## config.mk

```make
export PLATFORM = sky130hd
export DESIGN_NAME = if_stage_flat
export DESIGN_NICKNAME = d
export VERILOG_FILES = /design/src/rtl/if_stage_if.sv /design/src/rtl/if_stage.sv /design/src/flat_wrapper.sv
export SDC_FILE = /design/constraint.sdc
export NUM_CORES = 1
export LEC_CHECK = 0
export ABC_AREA = 0
export CAP_MARGIN = 20
export CORE_ASPECT_RATIO = 1.4
export CORE_MARGIN = 4
export CORE_UTILIZATION = 28
export CTS_BUF_LIST = sky130_fd_sc_hd__clkbuf_4 sky130_fd_sc_hd__clkbuf_8
export DETAILED_ROUTE_END_ITERATION = 8
export PLACE_DENSITY = 0.54
export REMOVE_ABC_BUFFERS = 1
export SETUP_SLACK_MARGIN = 0.5
export SYNTH_ARGS = -nofsm -noshare
export SYNTH_HDL_FRONTEND = slang
export SYNTH_SLANG_ARGS = --single-unit
```

## constraint.sdc

```tcl
create_clock -name clk -period 3 [get_ports clk]
set_input_delay 0.6 -clock clk [delete_from_list [all_inputs] [get_ports clk]]
set_output_delay 0.6 -clock clk [all_outputs]
set_load 0.02 [all_outputs]
```

## src/rtl/if_stage_if.sv

```systemverilog
// Fetch-stage bundle: control inputs, instruction memory port,
// and the IF/ID register outputs.
interface if_stage_if;
  logic        stall;
  logic        redirect;
  logic [31:0] redirect_pc;
  logic [31:0] imem_addr;
  logic [31:0] imem_instr;
  logic        if_id_valid;
  logic [31:0] if_id_pc;
  logic [31:0] if_id_pc_plus4;
  logic [31:0] if_id_instr;
  logic        if_id_misaligned;
  logic [31:0] fetch_count;

  modport master (
    output stall, redirect, redirect_pc, imem_instr,
    input  imem_addr, if_id_valid, if_id_pc, if_id_pc_plus4,
    input  if_id_instr, if_id_misaligned, fetch_count
  );

  modport slave (
    input  stall, redirect, redirect_pc, imem_instr,
    output imem_addr, if_id_valid, if_id_pc, if_id_pc_plus4,
    output if_id_instr, if_id_misaligned, fetch_count
  );
endinterface

```

## src/rtl/if_stage.sv

```systemverilog
// RV32I instruction-fetch stage: PC register, IF/ID register,
// redirect/flush, stall hold and misaligned-fetch fault.
module if_stage #(
  parameter logic [31:0] RESET_PC  = 32'h0000_0000,
  parameter logic [31:0] NOP_INSTR = 32'h0000_0013
) (
  input logic      clk,
  input logic      reset,
  if_stage_if.slave bus
);

  typedef enum logic {RUN, FAULT} state_t;

  typedef struct packed {
    logic        valid;
    logic [31:0] pc;
    logic [31:0] pc_plus4;
    logic [31:0] instr;
    logic        misaligned;
  } if_id_t;

  localparam if_id_t BUBBLE = '{
    valid:      1'b0,
    pc:         32'h0,
    pc_plus4:   32'h0,
    instr:      NOP_INSTR,
    misaligned: 1'b0
  };

  state_t      state, state_nxt;
  logic [31:0] pc, pc_nxt;
  logic [31:0] cnt, cnt_nxt;
  logic [31:0] pc_inc;
  if_id_t      ifid, ifid_nxt;

  assign pc_inc = pc + 32'd4;

  always_ff @(posedge clk) begin
    if (reset) begin
      state <= RUN;
      pc    <= RESET_PC;
      cnt   <= 32'h0;
      ifid  <= BUBBLE;
    end else begin
      state <= state_nxt;
      pc    <= pc_nxt;
      cnt   <= cnt_nxt;
      ifid  <= ifid_nxt;
    end
  end

  always_comb begin
    state_nxt = state;
    pc_nxt    = pc;
    cnt_nxt   = cnt;
    ifid_nxt  = ifid;
    if (bus.redirect) begin
      state_nxt = RUN;
      pc_nxt    = bus.redirect_pc;
      ifid_nxt  = BUBBLE;
    end else if (!bus.stall) begin
      unique case (state)
        RUN: begin
          cnt_nxt           = cnt + 32'd1;
          ifid_nxt.valid    = 1'b1;
          ifid_nxt.pc       = pc;
          ifid_nxt.pc_plus4 = pc_inc;
          if (pc[1:0] == 2'b00) begin
            ifid_nxt.instr      = bus.imem_instr;
            ifid_nxt.misaligned = 1'b0;
            pc_nxt              = pc_inc;
          end else begin
            // Faulting entry carries a NOP so decode sees no side effects
            ifid_nxt.instr      = NOP_INSTR;
            ifid_nxt.misaligned = 1'b1;
            state_nxt           = FAULT;
          end
        end
        FAULT: ifid_nxt = BUBBLE;
        default: ifid_nxt = BUBBLE;
      endcase
    end
  end

  assign bus.imem_addr        = {pc[31:2], 2'b00};
  assign bus.if_id_valid      = ifid.valid;
  assign bus.if_id_pc         = ifid.pc;
  assign bus.if_id_pc_plus4   = ifid.pc_plus4;
  assign bus.if_id_instr      = ifid.instr;
  assign bus.if_id_misaligned = ifid.misaligned;
  assign bus.fetch_count      = cnt;

endmodule

```

## src/flat_wrapper.sv

```systemverilog
// flat-port wrapper written by rule: the top's interface ports become plain ports
module if_stage_flat 
#(
  parameter logic [31:0] RESET_PC  = 32'h0000_0000,
  parameter logic [31:0] NOP_INSTR = 32'h0000_0013
)
  (clk, reset, bus_stall, bus_redirect, bus_redirect_pc, bus_imem_instr, bus_imem_addr, bus_if_id_valid, bus_if_id_pc, bus_if_id_pc_plus4, bus_if_id_instr, bus_if_id_misaligned, bus_fetch_count);
  if_stage_if bus_i ();
  input logic clk;
  input logic reset;
  input wire logic [$bits(bus_i.stall)-1:0] bus_stall;
  input wire logic [$bits(bus_i.redirect)-1:0] bus_redirect;
  input wire logic [$bits(bus_i.redirect_pc)-1:0] bus_redirect_pc;
  input wire logic [$bits(bus_i.imem_instr)-1:0] bus_imem_instr;
  output wire logic [$bits(bus_i.imem_addr)-1:0] bus_imem_addr;
  output wire logic [$bits(bus_i.if_id_valid)-1:0] bus_if_id_valid;
  output wire logic [$bits(bus_i.if_id_pc)-1:0] bus_if_id_pc;
  output wire logic [$bits(bus_i.if_id_pc_plus4)-1:0] bus_if_id_pc_plus4;
  output wire logic [$bits(bus_i.if_id_instr)-1:0] bus_if_id_instr;
  output wire logic [$bits(bus_i.if_id_misaligned)-1:0] bus_if_id_misaligned;
  output wire logic [$bits(bus_i.fetch_count)-1:0] bus_fetch_count;
  assign bus_i.stall = bus_stall;
  assign bus_i.redirect = bus_redirect;
  assign bus_i.redirect_pc = bus_redirect_pc;
  assign bus_i.imem_instr = bus_imem_instr;
  assign bus_imem_addr = bus_i.imem_addr;
  assign bus_if_id_valid = bus_i.if_id_valid;
  assign bus_if_id_pc = bus_i.if_id_pc;
  assign bus_if_id_pc_plus4 = bus_i.if_id_pc_plus4;
  assign bus_if_id_instr = bus_i.if_id_instr;
  assign bus_if_id_misaligned = bus_i.if_id_misaligned;
  assign bus_fetch_count = bus_i.fetch_count;
  if_stage #(.RESET_PC(RESET_PC), .NOP_INSTR(NOP_INSTR)) u_core (.clk(clk), .reset(reset), .bus(bus_i));
endmodule
```

Yosys cells after proc, flatten, opt, wreduce, memory -nomap -nowiden
Cells that the tools add are included.
- equality and inequality tests: 2
- shifts and indexed selects: 0
- divide/modulo/power cells: 0
- magnitude comparators: 0
- multipliers: 0
- bitwise logic cells: 3
- $add $sub $neg: 2
- reduce and logical (&&, ||, !) cells: 5
- mux-type cells: 8
- operators with widths (kind ; number):
    $pmux 98 s2 ; 1
    $mux 32 ; 4
    $mux 33 ; 1
    $add 32x1->32 const B ; 1
    $add 32x3->32 const B ; 1
    $reduce_and 3->1 ; 2
    $not 1->1 ; 3
    $logic_not 2->1 ; 1
    $mux 1 ; 2
    $ne 2x1->1 const B ; 1
    $ne 2x2->1 const B ; 1
    $reduce_bool 2->1 ; 1
    $reduce_or 2->1 ; 1
- memory bits (read-only): 0
- latch bits: 0
- register bits: 163
- logic and storage cells: 28
- memories: 0
- memory bits (writable): 0
- bits of input ports: 68

Longest topological paths before layout
- depth after elaboration: 5
- depth in mapped cells: 8
- gate-level depth less buffers: 6

Worst setup path before layout
Ideal clock, no wire load.
- path kind: input to register
- start: input bus_stall
- end: register u_core.pc[14]
- arrival time: 2.156 ns
- setup time: 0.091 ns
- slack: 0.753 ns
- stages on the path: 6
- cell sequence: buf_2 > or4_1 > buf_4 > buf_4 > or3_1 > a311oi_1
- cells in the longest elaborated chain, start to end: 2
- RTL lines (element ; line ; RTL):
    from (decl) ; flat_wrapper.sv:11 ; input wire logic [$bits(bus_i.stall)-1:0] bus_stall;
    $ne 2x1->1 (no source line) ; - ;
    $reduce_and 3->1 (no source line) ; - ;
    to (signal assigned) ; if_stage.sv:46 ; pc <= pc_nxt;
    to (decl) ; if_stage.sv:31 ; logic [31:0] pc, pc_nxt;
No other way between the ends.
A chain may end at the register's enable or synchronous reset.

Final worst setup path
- start: register u_core.pc[3]
- end: register u_core.pc[20]
- cells in the longest elaborated chain, start to end: 5
- RTL lines (element ; line ; RTL):
    $add 32x3->32 ; if_stage.sv:36 ; assign pc_inc = pc + 32'd4;
    $mux 32 ; if_stage.sv:68 ; if (pc[1:0] == 2'b00) begin
    $mux 32 ; if_stage.sv:62 ; unique case (state)
    $mux 32 ; if_stage.sv:61 ; end else if (!bus.stall) begin
    $mux 32 ; if_stage.sv:57 ; if (bus.redirect) begin
No other way between the ends. The select of a mux whose other input is x is not followed.

==> results.py <==
metrics = {
    "status": {
        "outcome": "complete, no violations",
    },
    "critical_path": {
        "critPathLaunchType": "flip-flop",
        "cpPeakStageDelay_ps": 670,
        "crit_buf_inv": 0,
        "cp_data_arrival_time_ps": 2690,
        "cp_cell_sequence": "ha_1, nand3_2, or4_4, nor4_2, xnor2_1, a211oi_1",
        "required_ps": 3380,
        "r2r_setup_slack_ps": 700,
        "critPathSlowestCell": "or4_4",
        "crit_type": "flip-flop to flip-flop",
        "cp-end-kind": "flip-flop",
        "crit_family": "simple AND/OR/NAND/NOR gates",
        "cp_max_fo": 12,
    },
    "clock_tree": {
        "cts_num_sinks": 161,
        "clk_latency_ps": 470,
        "cts_tree": "done",
        "cts_hold_buf": 0,
        "htreeDepth": 4,
        "clockBufferDepth": 2,
        "cts.clk_slew.worst_paths_ps": 80,
        "numCtsBuffers": 17,
        "post-cts-setup-buffers": 0,
        "cts_resized": 0,
        "cts-root-buf": "clkbuf_8",
    },
    "floorplanning": {
        "initial_core_util_pct": 28.6,
        "die_h_um": 196,
        "design.die.area_um2": 27900,
        "core-area_um2": 24800,
        "rows": 68,
        "die_x_um": 142,
        "design.portCount": 230,
    },
    "grt": {
        "first_global_vias": 6160,
        "grt_overflow": 0,
        "grt_pass1_wl_um": 35700,
        "grt_max_degree": 55,
        "grt_use_total_pct": 16.4,
        "antenna_found_initial": 1,
    },
    "timing": {
        "fin_crit_ps": 2300,
        "setup_viol": 0,
        "drv_slew": 0,
        "max_slew.worst_pin.slew_ps": 661,
        "slew_headroom_pct": 55.9,
        "setup_tns_ps": 0,
        "finalHoldViolations": 0,
        "rsz0062_at_grt": "true",
        "fin_worst_skew_ps": 16.7,
        "fin_crit_sh_pct": 76.8,
        "max_freq_mhz": 434,
    },
    "detailed_routing": {
        "drt-total-wl_um": 23100,
        "routedWlPerCell_um": 17.4,
        "ant_nets": 0,
        "viasPerCell": 4.76,
        "drt_iter0_drc": 261,
        "first_pass_iters": 4,
        "num_vias": 6335,
        "drcViolationCount": 0,
    },
    "logic_synthesis": {
        "synthDominantCellAreaShare_pct": 45.5,
        "syn_inst": 825,
        "ys_ff_latch": 161,
        "synth_cell_types": 45,
        "yosys.area.top_type": "dfxtp_1",
        "synth_area_per_cell_um2": 8.58,
        "netlist_top_cells_area": "dfxtp_1 (46%), a22oi_1 (7.3%), nor2_1 (7.1%)",
        "seq_area_frac_synth_pct": 45.5,
        "synth_common_cells": "dfxtp_1 (161), nor2_1 (134), a22oi_1 (69), nand2_1 (69), xnor2_1 (45)",
        "yosysMostFrequentCell": "dfxtp_1",
        "ys_async_sr_fraction_pct": 0,
        "synthFlopType": "dfxtp_1",
        "synth_edf_count": 0,
        "synth_warnings": 0,
        "syn_area_um2": 7080,
    },
    "power_and_ir_drop": {
        "power.density_nw_per_um2": 457,
        "vdd_drop_max_v": 0.000242,
        "leakagePower_uw": 0.00332,
    },
    "final_layout": {
        "drive_gt1_share_pct": 8.18,
        "syn_to_final_growth_pct": 39.7,
        "final_area_um2": 9890,
        "fin_nets": 1075,
        "instances_no_fill": 1331,
    },
    "placement": {
        "hpwl_um": 16500,
        "place_inst": 1301,
        "io_buffer_count": 227,
        "dpl-instance-area_um2": 9480,
        "gp_congestion": 0.814,
    },
    "hold_path": {
        "hold_class": "flip-flop to flip-flop",
    },
    "flow_run": {
        "cap_violations": 0,
    },
}
## final timing paths
path | from | endpoint | cells past startpoint
max | u_core.pc[3] | u_core.pc[20] | 6
min | u_core.bus.if_id_pc_plus4[24] | u_core.bus.if_id_pc_plus4[24] | 2
max reg2reg | u_core.pc[3] | u_core.pc[20] | 6
min reg2reg | u_core.bus.if_id_pc_plus4[24] | u_core.bus.if_id_pc_plus4[24] | 2
## tightest hold or removal path, cell delays in order, from the launching register on
cell     delay (ps)
dfxtp_1         330
nand2_1          40
o21ai_0          50
## routing by layer
| metal | wire length (um) | up-vias | GRT usage [%] | share of wire, % |
|---|---|---|---|---|
| li1 | - | 3175 | - | - |
| met1 | 9580 | 2982 | 19.4 | 41 |
| met2 | 11800 | 158 | 28.3 | 51 |
| met3 | 1380 | 20 | 4.63 | 5.9 |
| met4 | 344 | 0 | 5.28 | 1.5 |
| met5 | 0 | - | 0 | 0 |
## power breakdown
group | switching (uW) | internal [uW]
Combinational | 324 | 286
Sequential | 67.9 | 2200
Clock | 822 | 825
## cells by family after synthesis
| family | after synthesis | synth area share (%) |
|---|---|---|
| mux | 6 | 0.849 |
| xor+xnor | 75 | 9.28 |
| simple gates | 322 | 22.0 |
| compound gates | 150 | 13.9 |
| fa+ha+maj | 2 | 0.353 |
| other cells | 1 | 0.0530 |
| flops | 161 | 45.5 |
| buf+inv | 108 | 8.01 |
## sequential cells by signal, indices dropped and copies added (netlist names)
name,flops
u_core.pc,32
u_core.state,1
u_core.bus.if_id_pc_plus4,32
u_core.bus.fetch_count,32
u_core.bus.if_id_misaligned,1
u_core.bus.if_id_valid,1
u_core.bus.if_id_instr,32
u_core.bus.if_id_pc,30
## cell type report
type                       count  area [um^2]
fill                        2517        14900
multi-input combinational    557         3340
sequential                   161         3220
timing repair buffer         257         2500
tap                          315          394
clock buffer                  18          248
clock inverter                11          141
inverter                      11         41.3
antenna                        1         2.50
## placed cells by master (no fill, tap or decap), types with 5 or more instances in the layout
cell / Yosys / final
a211oi_1: 14 / 14
a21oi_1: 24 / 24
clkdlybuf4s50_1: 0 / 225
nor2_1: 134 / 133
or3_1: 12 / 12
clkbuf_8: 0 / 18
dfxtp_1: 161 / 161
inv_1: 10 / 10
and3_1: 5 / 5
o21ai_0: 35 / 35
nand2_1: 69 / 68
nor4_1: 13 / 11
nor3_1: 17 / 17
a22oi_1: 69 / 69
buf_4: 36 / 30
nand4_1: 17 / 17
xor2_1: 30 / 30
xnor2_1: 45 / 45
mux2i_1: 6 / 6
nand3_1: 27 / 27
## through the flow
step | worst slack, ps | power, uW | util (%) | hold slack [ps]
floorplan | -484 | 2560 | - | 534
global placement | 407 | 2930 | 38.3 | 434
detailed placement | 307 | 2930 | 38.3 | 444
CTS | 627 | 4610 | 39.8 | 465
global route | 441 | 4740 | 39.9 | 483
finish | 695 | 4520 | 39.9 | 460
Note: power is estimated with default switching activity, not from simulation.
